===== src/rtl/ram8_arbiter_pkg.sv =====
// rtl/ram8_arbiter_pkg.sv - shared state encoding and default widths for the RAM8 arbiter
package ram8_arbiter_pkg;

    localparam int DEFAULT_DATA_W = 16;
    localparam int DEFAULT_ADDR_W = 3;
    localparam int CNT_W          = 3;

    typedef enum logic [1:0] {
        S_IDLE   = 2'd0,
        S_ACCESS = 2'd1,
        S_WAIT   = 2'd2,
        S_DONE   = 2'd3
    } state_t;

endpackage


===== src/rtl/ram8_arbiter_rr.sv =====
// rtl/ram8_arbiter_rr.sv - combinational two-way round-robin pick with one-hot grant
module rr_arbiter2 (
    input  logic       i_req0,
    input  logic       i_req1,
    input  logic       i_last_grant,
    output logic [1:0] o_grant
);

    // On a tie the requester that did not win last time goes first.
    always_comb begin
        o_grant = 2'b00;
        if (i_req0 && i_req1) begin
            o_grant = i_last_grant ? 2'b01 : 2'b10;
        end else if (i_req0) begin
            o_grant = 2'b01;
        end else if (i_req1) begin
            o_grant = 2'b10;
        end
    end

endmodule


===== src/rtl/ram8_arbiter.sv =====
// rtl/ram8_arbiter.sv - two-master round-robin access sequencer for the RAM8 bank
module ram8_arbiter
    import ram8_arbiter_pkg::*;
#(
    parameter int DATA_W   = DEFAULT_DATA_W,
    parameter int ADDR_W   = DEFAULT_ADDR_W,
    parameter int READ_LAT = 1
) (
    input  logic              clk,
    input  logic              reset,
    input  logic              req0,
    input  logic              we0,
    input  logic [ADDR_W-1:0] addr0,
    input  logic [DATA_W-1:0] wdata0,
    output logic              ack0,
    output logic [DATA_W-1:0] rdata0,
    output logic              gnt0,
    input  logic              req1,
    input  logic              we1,
    input  logic [ADDR_W-1:0] addr1,
    input  logic [DATA_W-1:0] wdata1,
    output logic              ack1,
    output logic [DATA_W-1:0] rdata1,
    output logic              gnt1,
    output logic [ADDR_W-1:0] ram_address,
    output logic [DATA_W-1:0] ram_in,
    output logic              ram_load,
    input  logic [DATA_W-1:0] ram_out,
    output logic              busy
);

    state_t             r_state;
    logic               r_last_grant;
    logic               r_we;
    logic [CNT_W-1:0]   r_cnt;
    logic [ADDR_W-1:0]  r_ram_address;
    logic [DATA_W-1:0]  r_ram_in;
    logic               r_ram_load;
    logic               r_ack0;
    logic               r_ack1;
    logic               r_gnt0;
    logic               r_gnt1;
    logic [DATA_W-1:0]  r_rdata0;
    logic [DATA_W-1:0]  r_rdata1;

    logic [1:0]         w_grant;
    logic               w_sel1;
    logic               w_sel_we;
    logic [ADDR_W-1:0]  w_sel_addr;
    logic [DATA_W-1:0]  w_sel_wdata;

    rr_arbiter2 u_rr (
        .i_req0       (req0),
        .i_req1       (req1),
        .i_last_grant (r_last_grant),
        .o_grant      (w_grant)
    );

    assign w_sel1      = w_grant[1];
    assign w_sel_we    = w_sel1 ? we1    : we0;
    assign w_sel_addr  = w_sel1 ? addr1  : addr0;
    assign w_sel_wdata = w_sel1 ? wdata1 : wdata0;

    // r_last_grant doubles as the owner of the transaction in flight.
    always_ff @(posedge clk) begin
        if (reset) begin
            r_state       <= S_IDLE;
            r_last_grant  <= 1'b1;
            r_we          <= 1'b0;
            r_cnt         <= '0;
            r_ram_address <= '0;
            r_ram_in      <= '0;
            r_ram_load    <= 1'b0;
            r_ack0        <= 1'b0;
            r_ack1        <= 1'b0;
            r_gnt0        <= 1'b0;
            r_gnt1        <= 1'b0;
            r_rdata0      <= '0;
            r_rdata1      <= '0;
        end else begin
            case (r_state)
                S_IDLE: begin
                    r_ram_load <= 1'b0;
                    if (w_grant != 2'b00) begin
                        r_last_grant  <= w_sel1;
                        r_we          <= w_sel_we;
                        r_gnt0        <= w_grant[0];
                        r_gnt1        <= w_grant[1];
                        r_ram_address <= w_sel_addr;
                        if (w_sel_we) begin
                            r_ram_in   <= w_sel_wdata;
                            r_ram_load <= 1'b1;
                        end
                        r_state <= S_ACCESS;
                    end
                end
                S_ACCESS: begin
                    r_ram_load <= 1'b0;
                    if (r_we) begin
                        r_ack0  <= ~r_last_grant;
                        r_ack1  <= r_last_grant;
                        r_state <= S_DONE;
                    end else begin
                        r_cnt   <= READ_LAT[CNT_W-1:0];
                        r_state <= S_WAIT;
                    end
                end
                S_WAIT: begin
                    r_ram_load <= 1'b0;
                    if (r_cnt == CNT_W'(1)) begin
                        if (r_last_grant) begin
                            r_rdata1 <= ram_out;
                            r_ack1   <= 1'b1;
                        end else begin
                            r_rdata0 <= ram_out;
                            r_ack0   <= 1'b1;
                        end
                        r_state <= S_DONE;
                    end else begin
                        r_cnt <= r_cnt - CNT_W'(1);
                    end
                end
                S_DONE: begin
                    r_ram_load <= 1'b0;
                    r_ack0     <= 1'b0;
                    r_ack1     <= 1'b0;
                    r_gnt0     <= 1'b0;
                    r_gnt1     <= 1'b0;
                    r_state    <= S_IDLE;
                end
                default: begin
                    r_state <= S_IDLE;
                end
            endcase
        end
    end

    assign ram_address = r_ram_address;
    assign ram_in      = r_ram_in;
    assign ram_load    = r_ram_load;
    assign ack0        = r_ack0;
    assign ack1        = r_ack1;
    assign gnt0        = r_gnt0;
    assign gnt1        = r_gnt1;
    assign rdata0      = r_rdata0;
    assign rdata1      = r_rdata1;
    assign busy        = (r_state != S_IDLE);

endmodule


===== config.mk =====
export PLATFORM = sky130hd
export DESIGN_NAME = ram8_arbiter
export DESIGN_NICKNAME = d
export VERILOG_FILES = /design/src/rtl/ram8_arbiter_pkg.sv /design/src/rtl/ram8_arbiter_rr.sv /design/src/rtl/ram8_arbiter.sv
export SDC_FILE = /design/constraint.sdc
export NUM_CORES = 1
export LEC_CHECK = 0
export CAP_MARGIN = 30
export CORE_MARGIN = 4
export CORE_UTILIZATION = 30
export DETAILED_ROUTE_END_ITERATION = 16
export PLACE_DENSITY_LB_ADDON = 0.15
export REMOVE_ABC_BUFFERS = 1
export SKIP_LAST_GASP = 1
export SLEW_MARGIN = 5
export SYNTH_ARGS = -nofsm -noshare
export SYNTH_HDL_FRONTEND = slang
export SYNTH_SLANG_ARGS = --single-unit

===== constraint.sdc =====
create_clock -name clk -period 3.6 [get_ports clk]
set_clock_uncertainty 0.15 [all_clocks]
set_input_delay 1.08 -clock clk [delete_from_list [all_inputs] [get_ports clk]]
set_output_delay 1.08 -clock clk [all_outputs]
set_load 0.05 [all_outputs]

## Word level (Yosys, flattened, before mapping)

Cells that the tools add are included.

| word-level totals | value |
|---|---|
| bits of input ports | 60 |
| logic and storage cells | 72 |
| ROM bits | 0 |
| memories | 0 |
| flip-flop bits (word level) | 63 |
| bits in latches | 0 |
| output and inout bits | 57 |
| bits in writable memories | 0 |

| operators by class | value |
|---|---|
| shift operators | 0 |
| reduce and logical (&&, ||, !) cells | 17 |
| order comparisons | 0 |
| mux-type cells | 29 |
| divide/modulo/power cells | 0 |
| multiply operators | 0 |
| add/subtract/negate cells | 1 |
| equal/unequal tests | 11 |
| bitwise logic cells | 1 |

Operator list:

| kind | count |
|---|---|
| $mux 16 | 1 |
| $ne 2x2->1 const B | 7 |
| $mux 1 | 12 |
| $mux 2 | 6 |
| $reduce_and 3->1 | 4 |
| $mux 3 | 3 |
| $pmux 2 s4 | 1 |
| $reduce_and 4->1 | 2 |
| $reduce_bool 2->1 | 4 |
| $pmux 1 s2 | 3 |
| $pmux 1 s3 | 2 |
| $pmux 3 s2 | 1 |
| $reduce_and 2->1 | 3 |
| $eq 2x2->1 const B | 2 |
| $eq 3x1->1 const B | 1 |
| $reduce_bool 3->1 | 1 |
| $reduce_or 3->1 | 1 |
| $sub 3x1->3 const B | 1 |
| $eq 2x1->1 const B | 1 |
| $logic_not 2->1 | 1 |
| $logic_and 1x1->1 | 1 |
| $not 1->1 | 1 |

## Longest topological paths before layout

Gate-level depths: netlist of run 1.

| depth | value |
|---|---|
| depth after elaboration | 7 |
| gate-level depth with buffers | 8 |
| gate-level depth less buffers | 6 |

## Cells and area by module

Synthesis of run 1 repeated with hierarchy kept, for this count alone.

| unflattened totals | value |
|---|---|
| cell total of the unflattened synthesis | 311 |
| area total of the unflattened synthesis | 2762.6 sq um |

Modules (own cells, without submodules):

| module | times used | area an instance (sq um) | cells each |
|---|---|---|---|
| ram8_arbiter | 1 | 2743.9 | 308 |
| rr_arbiter2 | 1 | 18.8 | 3 |

## Worst setup path after synthesis of run 1

No wires, ideal clock.

| timing | value |
|---|---|
| kind | in2reg |
| from | input req1 |
| to | register r_ram_in[10] (netlist: ram_in[10]) |
| arrival time | 2101 ps |
| slack | 1267 ps |
| cell stages on the path | 7 |
| setup time | 81 ps |
| path buffers | 3 |
| cell sequence | a21boi_1 a32o_1 buf_6 and2_4 buf_6 buf_6 a211oi_2 |

| between the ends | value |
|---|---|
| word-level cells in the longest chain between the ends | 5 |
| elaborated cells between the ends (all ways) | 8 |
| classes of those cells | mux: 5; reduce/logical: 3 |

Ends and longest elaborated chain:

| item | line | RTL |
|---|---|---|
| start, declared | ram8_arbiter.sv:18 | `input logic req1,` |
| $mux 2 | ram8_arbiter_rr.sv:16 | `end else if (i_req1) begin` |
| $mux 2 | ram8_arbiter_rr.sv:14 | `end else if (i_req0) begin` |
| $mux 2 * | ram8_arbiter_rr.sv:12 | `if (i_req0 && i_req1) begin` |
| $mux 1 or $reduce_bool 2->1 (tied branches) | ram8_arbiter.sv:60, ram8_arbiter.sv:84 |  |
| $reduce_and 3->1 (no source line) | - |  |
| end signal, assigned | ram8_arbiter.sv:91 | `r_ram_in <= w_sel_wdata;` |
| end, declared | ram8_arbiter.sv:37 | `logic [DATA_W-1:0] r_ram_in;` |

Mark *: on every way between the ends. The rest lies on a longest branch, timed or not.
A chain may end at the register's enable or synchronous reset.

## Worst setup path in the final report of run 1

| timing | value |
|---|---|
| from | register r_state[0] |
| to | output busy |

| between the ends | value |
|---|---|
| word-level cells in the longest chain between the ends | 1 |

Ends and longest elaborated chain:

| item | line | RTL |
|---|---|---|
| start, declared | ram8_arbiter.sv:32 | `state_t r_state;` |
| start signal, assigned | ram8_arbiter.sv:67 | `r_state <= S_IDLE;` |
| start signal, assigned | ram8_arbiter.sv:94 | `r_state <= S_ACCESS;` |
| start signal, assigned | ram8_arbiter.sv:102 | `r_state <= S_DONE;` |
| $reduce_bool 2->1 | ram8_arbiter.sv:147 | `assign busy = (r_state != S_IDLE);` |
| end, declared | ram8_arbiter.sv:29 | `output logic busy` |

Every way passes these cells.

==> results, run 1 <==
- The number of sinks driven by the clock tree is 63.
- For this run the aggregate overflow at the end of global routing stands at 0.
- The portion of total power attributed to the clock network is 27.1%.
- The most used flip-flop cell after synthesis is dfxtp_1.
- A synthesized cell averages 8.76 um2.
- The largest fanout on the critical path is 6.
- During synthesis, Yosys emitted a total of 0 warnings.
- The initial antenna violation count is 0.
- Setup violations remaining at the end of the flow were counted as 0.
- The number of enable-type register cells in the synthesized netlist is 0.
- At the pin with the least slew margin, the transition time is 0.874 ns.
- The static leakage power is 1.51 nW.
- Dividing total power by cell area gives a power density of 651 nW/um2.
- The post-CTS repair timing setup buffer count is 0.
- The detailed placer's ending HPWL is 5.56 mm.
- The count of input and output buffers is 116.
- The final total negative setup slack is 0 ns.
- The number of instances in the synthesized netlist is 311.
- The number of storage elements in the synthesis netlist is 63.
- The detail route stage leaves a number of antenna-violating nets equal to 0.
- After floorplanning, the core was divided into 34 placement rows.
- Headroom to the max-slew limit came out at 41.7%.
- The total vias in the final route is 2,607.
- Combinational logic burns 40.5% of the power.
- The critical path's slowest cell is clkdlybuf4s50_1.
- The worst hold path belongs to the class flip-flop to flip-flop.
- The part of the cycle the worst path needs is 92.1%.
- In this run the horizontal extent of the chip is 103 um.
- The maximum number of pins on one net before global-route repair is 41.
- The fraction of registers with async set or reset after synthesis is 0%.
- The post-route DRC violation count is 0.
- Data arrives at the worst endpoint at 2.09 ns.
- The floorplan step defined a die boundary enclosing 10,700 um2.
- Post-CTS repair changed the size of 0 cells.
- The hold violation count in the final report came to 0.
- The critical path goes through inv_1 > ha_1 > inv_1 > clkdlybuf4s50_1.
- The tool flagged a number of max-cap violations equal to 0.
- The wire length of the first global-routing pass is 11.8 mm.
- The cell area that synthesis handed to floorplanning was 2730 um2.
- The count of unique library cells instantiated by Yosys is 33.
- IR analysis of the VDD net gives a maximum drop of 308 uV.
- After filler insertion, the fill cell instance count of the layout stands at 870.
- Counting the buffers created by CTS gives 9.
- The proportion of synthesized chip area in sequential cells is 46.3%.
- The CTS tree is yes.
- The post-layout net count is 491.
- The design draws 0.00275 W.
- The number of max-slew violations in the final report is 0.
- The time the worst path needs with I/O delays and setup is 3.32 ns.
- After clock tree synthesis, the clock-pin slew on the worst setup and hold paths is 0.08 ns.
- The area growth from synthesis to layout is 54.9%.
- The worst slack at placement is 0.490 ns.
- The number of search-and-repair iterations in the first detailed-routing pass is 4.
- The final worst slack is 0.283 ns.
- Cell internal power was estimated by the tool at 0.00169 W.
- The worst setup path is captured at a primary output.
- For this configuration, the core starts out at a cell density of 31.1%.
- The top achievable clock speed is 301 MHz.
- Counting stages on the worst path, the most repeated cell is inv_1.
- In this run the standard cell core region covers 8760 um2.
- For this design the total switching power over the nets is 0.00106 W.
- The flow ran to the end, and the final reports show no timing, DRC or antenna violations.
- The floorplan step set the die height to 103 um.
- The starting DRC count in detailed routing is 61.
- STA classifies the critical path startpoint as a flip-flop.
- Of the total power, the share spent switching nets is 38.5%.
- In this run the number of H-tree levels came out at 3.
- The critical path start-end classification is flip-flop to primary output.
- The number of buffers added to fix hold violations after cts is 0.
- The post-detailed-route wirelength per cell is 14.2 um.
- The worst-case clock buffer depth is 2.
- The tree is rooted in a clkbuf_8.
- Of the cells placed in the final design, the portion with a size suffix greater than 1 is 10.0%.
- The total routing resource utilization after global routing is 14.1%.
- The via count of the first global-routing pass was 2,476.
- The worst stage delay on the critical path is 0.83 ns.
- The antenna cell count is 0.
- The clock network latency to the later pin of the worst-skew pair is 0.33 ns.
- The portion of total power attributed to sequential cells is 32.4%.
- Across all hold checks on the routed design, the worst slack comes to 0.305 ns.
- The I/O pin total is 117.
- The congestion estimate from routability-driven global placement came to 0.736.
- Setup repair after global routing left no endpoint under its margin.
- The detailed-route wire length is 7.62 mm.
- Using the TritonRoute via totals, the vias-per-cell ratio works out to 4.85.
- STA puts the critical path data required time at 2.37 ns.
-- per-layer routing --
metal / routed length [um] / GRT usage, %
met3: 909 / 5.77
met1: 3470 / 18.0
met2: 3140 / 21.2
met4: 102 / 5.38
met5: 0 / 0
-- flip-flops by register name, indices dropped and copies added (netlist names), 2 cells and up --
| name | cells |
|---|---|
| ram_in | 16 |
| rdata0 | 16 |
| rdata1 | 16 |
| r_cnt | 3 |
| ram_address | 3 |
| r_state | 2 |
-- worst paths after layout --
kind	start	to	slack, ns	cells after the start
setup / recovery	r_state[0]$_SDFFE_PP0P_	busy	0.28	4
hold / removal	rdata0[9]$_SDFFE_PP0P_	rdata0[9]$_SDFFE_PP0P_	0.31	2
setup reg to reg	r_state[0]$_SDFFE_PP0P_	rdata1[4]$_SDFFE_PP0P_	1.35	6
hold reg to reg	rdata0[9]$_SDFFE_PP0P_	rdata0[9]$_SDFFE_PP0P_	0.31	2
-- cell usage in the layout, fill, tap and decap left out, types with 7 or more instances in the layout --
master	netlist	final
nor2_1	10	10
a211oi_2	10	10
clkdlybuf4s50_1	0	115
a21oi_1	56	56
buf_4	0	8
clkbuf_8	0	9
nand2_1	71	71
ha_1	7	7
dfxtp_1	63	63
mux2i_1	23	23
-- logic make-up (layout without fill, tap and decap cells) --
group                    after synthesis  in the layout  share of synthesized area [%]
AND/OR/NAND/NOR                      100            100                           15.6
buffers and inverters                 28            146                           4.82
flip-flops                            63             63                           46.3
adder cells (fa/ha/maj)                7              7                           3.21
multiplexers                          26             26                           9.69
AO/OA/AOI/OAI                         87             87                           20.4
-- cell type report --
class                           instances  area, um2  area share [%]
Multi-Input combinational cell        220       1340            31.8
Sequential cell                        63       1260            29.9
Clock buffer                            9        124            2.93
Clock inverter                          7        121            2.87
Timing Repair Buffer                  124       1220            28.8
Inverter                                6       22.5           0.533
Tap cell                              108        135            3.20
-- critical path, delay by kind of cell (launching register included) --
kind       cells  cell delay (ns)
flops          1             0.45
fa+ha+maj      1             0.23
buf+inv        3             1.08
-- through the flow --
stage                     instances  util [%]  cell area, um2
final                           537      48.2            4220
after global routing            537      48.2            4220
after CTS                       537      48.2            4220
after detailed placement        521      45.4            3980
after global placement          521      45.4            3980
after floorplan                 289         -            2620
-- Yosys cell counts, types with 2 or more instances --
master	count	area, um2
or3_1	2	12.5
nor3_1	2	10.0
a211oi_2	10	125
ha_1	7	87.6
buf_6	3	33.8
a211oi_1	6	45.0
nand2b_1	5	31.3
a21oi_1	56	280
dfxtp_1	63	1260
clkbuf_1	16	60.1
mux2i_1	23	230
inv_1	5	18.8
o21ai_0	6	30.0
nor2_1	10	37.5
a221oi_1	2	17.5
buf_2	3	15.0
nand2_1	71	267
mux2_2	3	33.8
nand3_1	4	20.0
-- power groups by stage --
stage          Combinational, W  Sequential (W)  Clock (W)
4_1_cts                 0.00112        0.000891   0.000772
2_1_floorplan          0.000443         0.00118          0
3_3_place_gp            0.00111        0.000903          0
3_5_place_dp            0.00112        0.000904          0
6_report                0.00111        0.000891   0.000745
5_1_grt                 0.00120        0.000908   0.000799
Power figures use the tool's default switching activity.
==> run 2: changes to the inputs <==
ABC_AREA = 1   (was default)
CELL_PAD_IN_SITES_DETAIL_PLACEMENT = 0   (was default)
CELL_PAD_IN_SITES_GLOBAL_PLACEMENT = 2   (was default)
CORE_UTILIZATION = 24   (was 30)
==> results, run 2 <==
- RSZ-0062 raised after global routing: false (unchanged).
- The via count of the first global-routing pass came to 3,043 (was 2,476).
- The number of search-and-repair iterations in the first detailed-routing pass is 4 (unchanged).
- The starting DRC count in detailed routing came to 177 (was 61).
- The area fraction in and, or, nand and nor cells after synthesis is 35.5% (was 15.6%).
- The number of enable-type register cells in the synthesized netlist is 0 (unchanged).
- The most common cell after layout, fill and taps aside is nand2_1 (was clkdlybuf4s50_1).
- The setup-violating endpoint count in the final report is 0 (unchanged).
- The starting utilization of the core area is 24.5% (was 31.1%).
- The ratio of cells with drive above 1 in the final layout came to 5.75% (was 10.0%).
- The wire length of the first global-routing pass is 15.7 mm (was 11.8 mm).
- The worst path arrival time is 2.28 ns (was 2.09 ns).
- Outcome: complete, no violations (unchanged).
- The multiplexer share of the synthesized area is 0% (was 9.69%).
- The actual transition at the worst max-transition pin came to 0.757 ns (was 0.874 ns).
- The clock network latency to the later pin of the worst-skew pair is 0.33 ns (about the same).
- The final total negative setup slack was 0 ns (unchanged).
- The initial antenna violation count came to 0 (unchanged).
- The flip-flop and latch area is 1260 um2 (unchanged).
- The CTS tree is yes (unchanged).
- The number of sinks driven by the clock tree is 63 (unchanged).
- The proportion of synthesized chip area in sequential cells is 42.9% (was 46.3%).
- The number of storage elements in the synthesis netlist is 63 (unchanged).
- The part of the cycle the worst path needs is 97.6% (was 92.1%).
- The total of warnings raised by yosys came to 0 (unchanged).
- The CTS buffer count is 9 (unchanged).
- The final worst slack was 0.0868 ns (was 0.283 ns).
- The maximum number of pins on one net before global-route repair came to 39 (was 41).
- The area growth from synthesis to layout was 54.7% (was 54.9%).
- The startpoint of the lowest-slack register-to-register path is r_last_grant$_SDFFE_PP1P_ (was r_state[0]$_SDFFE_PP0P_).
- The core area came to 12,000 um2 (was 8760 um2).
- The root buffer cell is clkbuf_16 (was clkbuf_8).
- The internal reg-to-reg setup slack was 1.51 ns (was 1.35 ns).
- The worst slack at placement is 0.476 ns (was 0.490 ns).
- The routability congestion estimate from global placement came to 0.780 (was 0.736).
- The number of cells on the worst hold path came to 2 (unchanged).
- The antenna cell count is 0 (unchanged).
- List of most frequent post-synthesis cells: 120 x nand2_1, 70 x nand3_1, 63 x dfxtp_1, 44 x a21oi_1, 39 x nor2_1 (was 71 x nand2_1, 63 x dfxtp_1, 56 x a21oi_1, 23 x mux2i_1, 16 x clkbuf_1).
- The count of unique library cells instantiated by Yosys was 26 (was 33).
- The horizontal die dimension came to 119 um (was 103 um).
- The total die area was 14,100 um2 (was 10,700 um2).
- The critical path start-end classification is flip-flop to primary output (unchanged).
- The max capacitance violation total is 0 (unchanged).
- The number of buffers added to fix hold violations after cts was 0 (unchanged).
- The required time of the critical path was 2.37 ns (about the same).
- The most used flip-flop cell after synthesis is dfxtp_1 (unchanged).
- The via density per instance came to 4.42 (was 4.85).
- The clock edge transition at the registers on the reported setup and hold paths is 0.05 ns (was 0.08 ns).
- The headroom to the max-slew limit is 49.5% (was 41.7%).
- The detailed-route wire length was 9.55 mm (was 7.62 mm).
- The static leakage power is 1.85 nW (was 1.51 nW).
- The element type at the critical path start was a flip-flop (unchanged).
- The number of max-slew violations in the final report is 0 (unchanged).
- The share of the synthesized area in the top cell type is 42.9% (was 46.3%).
- The post-synthesis area per instance is 6.92 um2 (was 8.76 um2).
- The time the worst path needs with I/O delays and setup is 3.51 ns (was 3.32 ns).
- The largest family of logic cells by synthesized area was simple AND/OR/NAND/NOR gates (was compound AO/OA/AOI/OAI gates).
- The number of instances in the synthesized netlist is 425 (was 311).
- The number of routed nets with antenna violations is 0 (unchanged).
- The post-synthesis compound-gate area fraction is 9.95% (was 20.4%).
- The dominant cell by count in the synthesized netlist is nand2_1 (unchanged).
- The areal power density over the cells is 712 nW/um2 (was 651 nW/um2).
- The number of fillers in the final layout is 1,277 (was 870).
- The startpoint of the lowest-slack hold path is rdata1[1]$_SDFFE_PP0P_ (was rdata0[9]$_SDFFE_PP0P_).
- The worst reg2reg path depth is 4 (was 6).
- The total vias in the final route is 3,033 (was 2,607).
- The top achievable clock speed was 285 MHz (was 301 MHz).
- The post-layout net count came to 601 (was 491).
- The largest fanout on the critical path is 7 (was 6).
- The total routing resource utilization after global routing is 13.9% (was 14.1%).
- The fraction of the core area covered by cells at the end of the flow came to 37.9% (was 48.2%).
- The I/O pin total is 117 (unchanged).
- The post-detailed-route wirelength per cell was 13.9 um (was 14.2 um).
- The netlist area before placement came to 2940 um2 (was 2730 um2).
- The maximum level of the CTS H-tree is 3 (unchanged).
- The post-route DRC violation count is 0 (unchanged).
- The worst-case clock buffer depth is 2 (unchanged).
- The area of the multi-input gates is 1430 um2 (was 1340 um2).
- The global route total overflow is 0 (unchanged).
- The parity-gate share of the synthesized area counting xor and xnor cells is 0.298% (was 0%).
- The post-CTS repair timing setup buffer count is 0 (unchanged).
- Top post-synthesis cells by area: dfxtp_1 43%, nand2_1 15%, nand3_1 12% (was dfxtp_1 46%, a21oi_1 10%, nand2_1 9.8%).
- The cell taking the most area after synthesis is dfxtp_1 (unchanged).
- The floorplan die height was 119 um (was 103 um).
- The adder-cell share of the synthesized area came to 2.98% (was 3.21%).
- The fraction of registers with async set or reset after synthesis is 0% (unchanged).
- Commonest cells after routing, fill and taps aside: 120 x nand2_1, 116 x clkdlybuf4s50_1, 70 x nand3_1 (was 115 x clkdlybuf4s50_1, 71 x nand2_1, 63 x dfxtp_1).
- The hold violation count in the final report was 0 (unchanged).
- The detailed placer's ending HPWL is 6.73 mm (was 5.56 mm).
- The number of cell rows is 40 (was 34).
- The type of the most critical hold path is flip-flop to flip-flop (unchanged).
- The highest ir drop seen on vdd is 272 uV (was 308 uV).
- The element type at the critical path end was a primary output (unchanged).
- The origin of the worst setup path is r_state[1]$_SDFFE_PP0P_ (was r_state[0]$_SDFFE_PP0P_).
- The post-cts sizing count is 0 (unchanged).
- The count of input and output buffers is 116 (unchanged).
-- run 2: changes by cell type in the layout (fill, tap and decap cells not counted), moves of 5 or more --
cell	change
a211oi_1	-6
a211oi_2	-10
a21oi_1	-12
clkbuf_16	+9
clkbuf_8	-5
inv_1	+25
mux2i_1	-23
nand2_1	+49
nand2b_1	-5
nand3_1	+66
nor2_1	+29
-- run 2: cell families after synthesis --
family	count (synthesis)
buffers and inverters	57
AOI/OAI and AO/OA	57
xor gates and xnor gates	1
and+or+nand+nor	240
DFF	63
adders and majority gates	7
-- run 2: layout make-up --
type	instances	share of cell area, %
Multi-Input combinational cell	305	31.5
Clock inverter	2	1.32
Timing Repair Buffer	122	26.5
Clock buffer	14	6.24
Tap cell	147	4.04
Inverter	33	2.72
Sequential cell	63	27.7
-- run 2: routing by layer --
metal / routed length (um) / part of all wire, % / vias to the layer above / GRT usage, %
met5: 0 / 0 / - / 0
li1: - / - / 1583 / -
met4: 93 / 0.97 / 0 / 3.91
met1: 4480 / 47 / 1357 / 17.5
met3: 783 / 8.2 / 10 / 5.98
met2: 4200 / 44 / 83 / 21.8
-- run 2: through the flow --
step | hold WS, ns | cell area (um2) | total power, W | cells
after floorplan | 0.302 | 2820 | 0.00179 | 401
after global placement | 0.298 | 4210 | 0.00228 | 670
after detailed placement | 0.303 | 4210 | 0.00228 | 670
after CTS | 0.312 | 4550 | 0.00329 | 686
after global routing | 0.334 | 4550 | 0.00346 | 686
final | 0.308 | 4550 | 0.00324 | 686
-- run 2: final timing paths --
check / endpoint
setup / recovery: busy
hold / removal: rdata1[1]$_SDFFE_PP0P_
setup reg to reg: rdata0[9]$_SDFFE_PP0P_
hold reg to reg: rdata1[1]$_SDFFE_PP0P_
-- run 2: critical path: stages (launching register included) --
cell and delay (ns):
dfxtp_1 0.46, inv_1 0.12, ha_1 0.29, inv_1 0.23, clkdlybuf4s50_1 0.85
-- run 2: report_power, final --
part	leakage (nW)	internal, W	switching [W]
clock network	0.169	0.000682	0.000304
logic	1.16	0.000440	0.000915
registers	0.513	0.000820	0.0000780
total	1.85	0.00194	0.00130
==> run 3: changes to the inputs <==
CAP_MARGIN = default   (was 30)
==> results of run 3 <==
No change in the layout: final DEF, timing and power equal those of run 2.
==> RTL change 1: new RTL, flow settings as in run 1 <==
Reset style: asynchronous (`reset`), changed in one clocked block.
--- a/src/rtl/ram8_arbiter.sv
+++ b/src/rtl/ram8_arbiter.sv
@@ -64,3 +64,3 @@
     // r_last_grant doubles as the owner of the transaction in flight.
-    always_ff @(posedge clk) begin
+    always_ff @(posedge clk or posedge reset) begin
         if (reset) begin
Function: differs if reset is asserted again (counterexample within 4 cycles, from zero or initial values and one cycle with reset high); with reset held inactive, the same outputs for 10 cycles.
==> RTL change 1 against run 1 <==
  * Synthesized area is 7.9% higher
  * Routed wire length is 8.9% lower
  * Largest cell class is now flip-flops and latches
  * Via count down 18%
  * Sequential cell count stayed put
  * Die area grew 7.3%
  * Critical path depth unchanged
  * Worst setup slack worse by 0.12 ns
  * First-iteration DRC count shrank 28%
  * Highest routed layer unchanged
  * Final area grew 5.0%
Power is not compared: it rests on default switching activity, and its combinational part moved more than twofold at a synthesized area within 25%.
==> RTL change 1: results (changes against run 1) <==
| Metric | Value |
|---|---|
| Routed len/inst | 14.35 µm (was 14.20 µm) |
| Placer congestion estimate | 0.8008 (was 0.7363) |
| CP arrival | 2.20 ns (was 2.09 ns) |
| CP max stage delay | 0.80 ns (was 0.83 ns) |
| GRT Total Usage | 12.55% (was 14.07%) |
| Vias per cell | 4.442 (was 4.855) |
| Clk tree area frac | 4.262% (was 5.809%) |
| Commonest cells post-synth | dfrtp_1 (62), mux2_2 (34), mux2i_1 (21) (was nand2_1 (71), dfxtp_1 (63), a21oi_1 (56)) |
| Post-Place Setup Slack | 0.5455 ns (was 0.4897 ns) |
| Clkbuf count | 10 (was 9) |
| First-pass GRT wire length | 11,170 µm (was 11,790 µm) |
| Status | finished, final reports clean (unchanged) |
| Hold Startpoint | ram_address[2]$_DFFE_PP0P_ (was rdata0[9]$_SDFFE_PP0P_) |
| Dpl cells | 468 (was 521) |
| Inverters excl. clock | 11 (was 6) |
| Synth cell types | 35 (was 33) |
| Share of the yosys chip area belonging to registers | 53.64% (was 46.28%) |
| GR Util met2 | 19.57% (was 21.16%) |
| R2r worst-path depth | 5 (was 6) |
| Hold slack final | 0.3314 ns (was 0.3053 ns) |
| Fin crit period | 3.434 ns (was 3.317 ns) |
| Met3 GRT Util | 6.081% (was 5.768%) |
| Avg Cell Area, Syn | 12.73 µm² (was 8.762 µm²) |
| Starting DRT DRC Count | 44 (was 61) |
| Multi-input logic area | 1242 µm² (was 1341 µm²) |
| Largest cells by area after synthesis | dfrtp_1 (53%), mux2_2 (13%), mux2i_1 (7.1%) (was dfxtp_1 (46%), a21oi_1 (10%), nand2_1 (9.8%)) |
| Worst Hold Endpoint | ram_address[2]$_DFFE_PP0P_ (was rdata0[9]$_SDFFE_PP0P_) |
| Post-DP HPWL | 5154 µm (was 5558 µm) |
| Number of global-route vias before repair | 2,260 (was 2,476) |
| R2R setup slack | 1.37 ns (was 1.35 ns) |
| Final #Nets | 418 (was 491) |
| Number of non-clock buffers | 119 (was 124) |
| Post-synth ARST share | 100.0% (was 0%) |
| Crit path max fanout | 11 (was 6) |
| #MultiIn Comb | 146 (was 220) |
==> RTL change 1: changes by cell type after synthesis, moves of 5 or more <==
cell,before,now
a21oi_1,56,6
a21oi_2,0,13
mux2_2,3,34
dfxtp_1,63,0
clkbuf_1,16,0
inv_1,5,11
nor2_2,0,10
buf_4,0,5
nand2_1,71,14
dfrtp_1,0,62
a211oi_1,6,0
a211oi_2,10,0
==> RTL change 1: logic make-up after synthesis <==
group	count (synthesis)	share of synthesized area, %
flops	63	53.64
mux	55	20.16
compound gates	42	11.49
simple gates	41	7.189
buf+inv	22	4.126
fa+ha+maj	8	3.403
==> RTL change 1: through the flow <==
stage	power, W	instance area (µm²)
floorplan	0.003197	2861
global placement	0.004113	4244
detailed placement	0.004141	4244
CTS	0.004758	4433
global route	0.004957	4433
finish	0.004687	4433
==> RTL change 1: metal layers <==
layer  vias to the layer above  share of wire [%]
met3                         8                9.5
met5                         -                  0
met2                        64                 48
li1                       1047                  -
met1                      1031                 41
met4                         0                1.4
==> RTL change 2: new RTL, settings of run 1 <==
Made on the original files. Set the package constant `DEFAULT_ADDR_W` to 4 (it was 3).
--- a/src/rtl/ram8_arbiter_pkg.sv
+++ b/src/rtl/ram8_arbiter_pkg.sv
@@ -4,3 +4,3 @@
     localparam int DEFAULT_DATA_W = 16;
-    localparam int DEFAULT_ADDR_W = 3;
+    localparam int DEFAULT_ADDR_W = 4;
     localparam int CNT_W          = 3;
Ports: changed (resized addr0, addr1 and ram_address); port bits go from 117 to 120. The function was not compared with the original's and may differ.
==> RTL change 2 against run 1 <==
  * Routed wire length increased by 1.2%
  * First-iteration DRC count increased by 1.6%
  * Power decreased by 4.7%
  * Sequential cell count increased by 1
  * Hold slack about the same
  * Die area increased by 1.3%
  * Synthesized area increased by 1.4%
  * Cell count increased by 1.5%
  * Sequential power increased by 2.5%
  * Worst setup slack improved by 0.011 ns
  * Final area decreased by 0.36%
==> RTL change 2: results (changes against run 1) <==
| Metric | Value |
|---|---|
| Post-Route M1 WL | 3663 µm (was 3470 µm) |
| # setup viols final | 0 (unchanged) |
| Post-DP HPWL | 5584 µm (was 5558 µm) |
| Share of the yosys chip area belonging to registers | 46.36% (was 46.28%) |
| First-pass GRT wire length | 12,710 µm (was 11,790 µm) |
| Met2 WL | 3249 µm (was 3141 µm) |
| Post-Place Setup Slack | 0.4674 ns (was 0.4897 ns) |
| Clk buf depth | 2 (unchanged) |
| WL met3 | 726 µm (was 909 µm) |
| Vias per cell | 4.776 (was 4.855) |
| Worst Hold Endpoint | rdata1[1]$_SDFFE_PP0P_ (was rdata0[9]$_SDFFE_PP0P_) |
| # fillers | 887 (was 870) |
| Starting DRT DRC Count | 62 (was 61) |
| Post-Layout Cell Count | 545 (was 537) |
| Layout cells sized above 1 | 8.696% (was 10.02%) |
| GRT Total Usage | 14.28% (was 14.07%) |
| Placer congestion estimate | 0.7431 (was 0.7363) |
| Largest net degree at the start of global routing | 42 (was 41) |
| # diodes | 0 (unchanged) |
| VDD IR-drop max | 324.2 µV (was 308.4 µV) |
| Final #Nets | 501 (was 491) |
| Critical Path Start | r_state[1]$_SDFFE_PP0P_ (was r_state[0]$_SDFFE_PP0P_) |
| Synth cell types | 29 (was 33) |
| Commonest cells post-synth | nand2_1 (71), dfxtp_1 (64), a21oi_1 (56) (was nand2_1 (71), dfxtp_1 (63), a21oi_1 (56)) |
| R2r worst-path depth | 5 (was 6) |
| Worst-margin pin slew | 0.7815 ns (was 0.8741 ns) |
| Dpl cell area | 4034 µm² (was 3976 µm²) |
| Reg2reg end | rdata0[0]$_SDFFE_PP0P_ (was rdata1[4]$_SDFFE_PP0P_) |
| Mapped Cells | 318 (was 311) |
| Hold Startpoint | rdata1[1]$_SDFFE_PP0P_ (was rdata0[9]$_SDFFE_PP0P_) |
| Hold slack final | 0.3054 ns (was 0.3053 ns) |
| PortBufs | 119 (was 116) |
| Dpl cells | 529 (was 521) |
| Crit path max fanout | 8 (was 6) |
| Hold Path Stages | 2 (unchanged) |
| Largest cells by area after synthesis | dfxtp_1 (46%), a21oi_1 (10%), nand2_1 (9.6%) (was dfxtp_1 (46%), a21oi_1 (10%), nand2_1 (9.8%)) |
| Number of global-route vias before repair | 2,490 (was 2,476) |
| Leak Pwr | 1.483 nW (was 1.507 nW) |
| Status | finished, final reports clean (unchanged) |
| R2R setup slack | 1.39 ns (was 1.35 ns) |
| DRT Wirelength | 7718 µm (was 7624 µm) |
==> RTL change 2: cell count changes after synthesis, sizes merged <==
cell    delta
buf        +1
dfxtp      +1
a211oi     +4
mux2i      +1
mux2       -3
nor2       +3
==> RTL change 2: worst max-delay path by stage <==
stage                                         end  slack [ns]
after global placement     ram_in[4]$_SDFFE_PP0P_        0.50
after floorplan           ram_in[15]$_SDFFE_PP0P_        0.12
final                                        busy        0.29
after detailed placement   ram_in[2]$_SDFFE_PP0P_        0.47
after global routing                         busy        0.15
after CTS                                    busy        0.26
==> RTL change 2: per-layer routing <==
metal / track usage, % / vias up
met4: 4.558 / 0
met5: 0 / -
li1: - / 1333
met1: 18.94 / 1154
met2: 21.22 / 107
met3: 5.649 / 9
==> RTL change 2: cell type report <==
class	instances	area, µm²	share of cell area [%]
clock buffer	9	123.9	2.945
inverter	6	22.52	0.5354
clock inverter	7	48.80	1.160
multi-input combinational	225	1356	32.24
sequential	64	1281	30.46
tap	108	135.1	3.212
timing repair buffer	126	1239	29.45
==> RTL change 2: power breakdown <==
part	internal [W]	switching (W)
clock network	0.000249	0.000291
logic	0.000428	0.000737
registers	0.000828	0.0000849
total	0.00151	0.00111
==> RTL change 2: cell families after synthesis <==
group / count (synthesis) / share of synthesized area (%)
AND/OR/NAND/NOR: 103 / 15.53
AO/OA/AOI/OAI: 91 / 21.32
flip-flops: 64 / 46.36
buffers and inverters: 29 / 4.934
multiplexers: 24 / 8.692
adder cells (fa/ha/maj): 7 / 3.169
==> RTL change 2: critical path: stages, from the launching register on <==
cell and delay, ns:
dfxtp_1 0.46, inv_1 0.12, ha_1 0.20, inv_1 0.14
clkdlybuf4s50_1 0.83
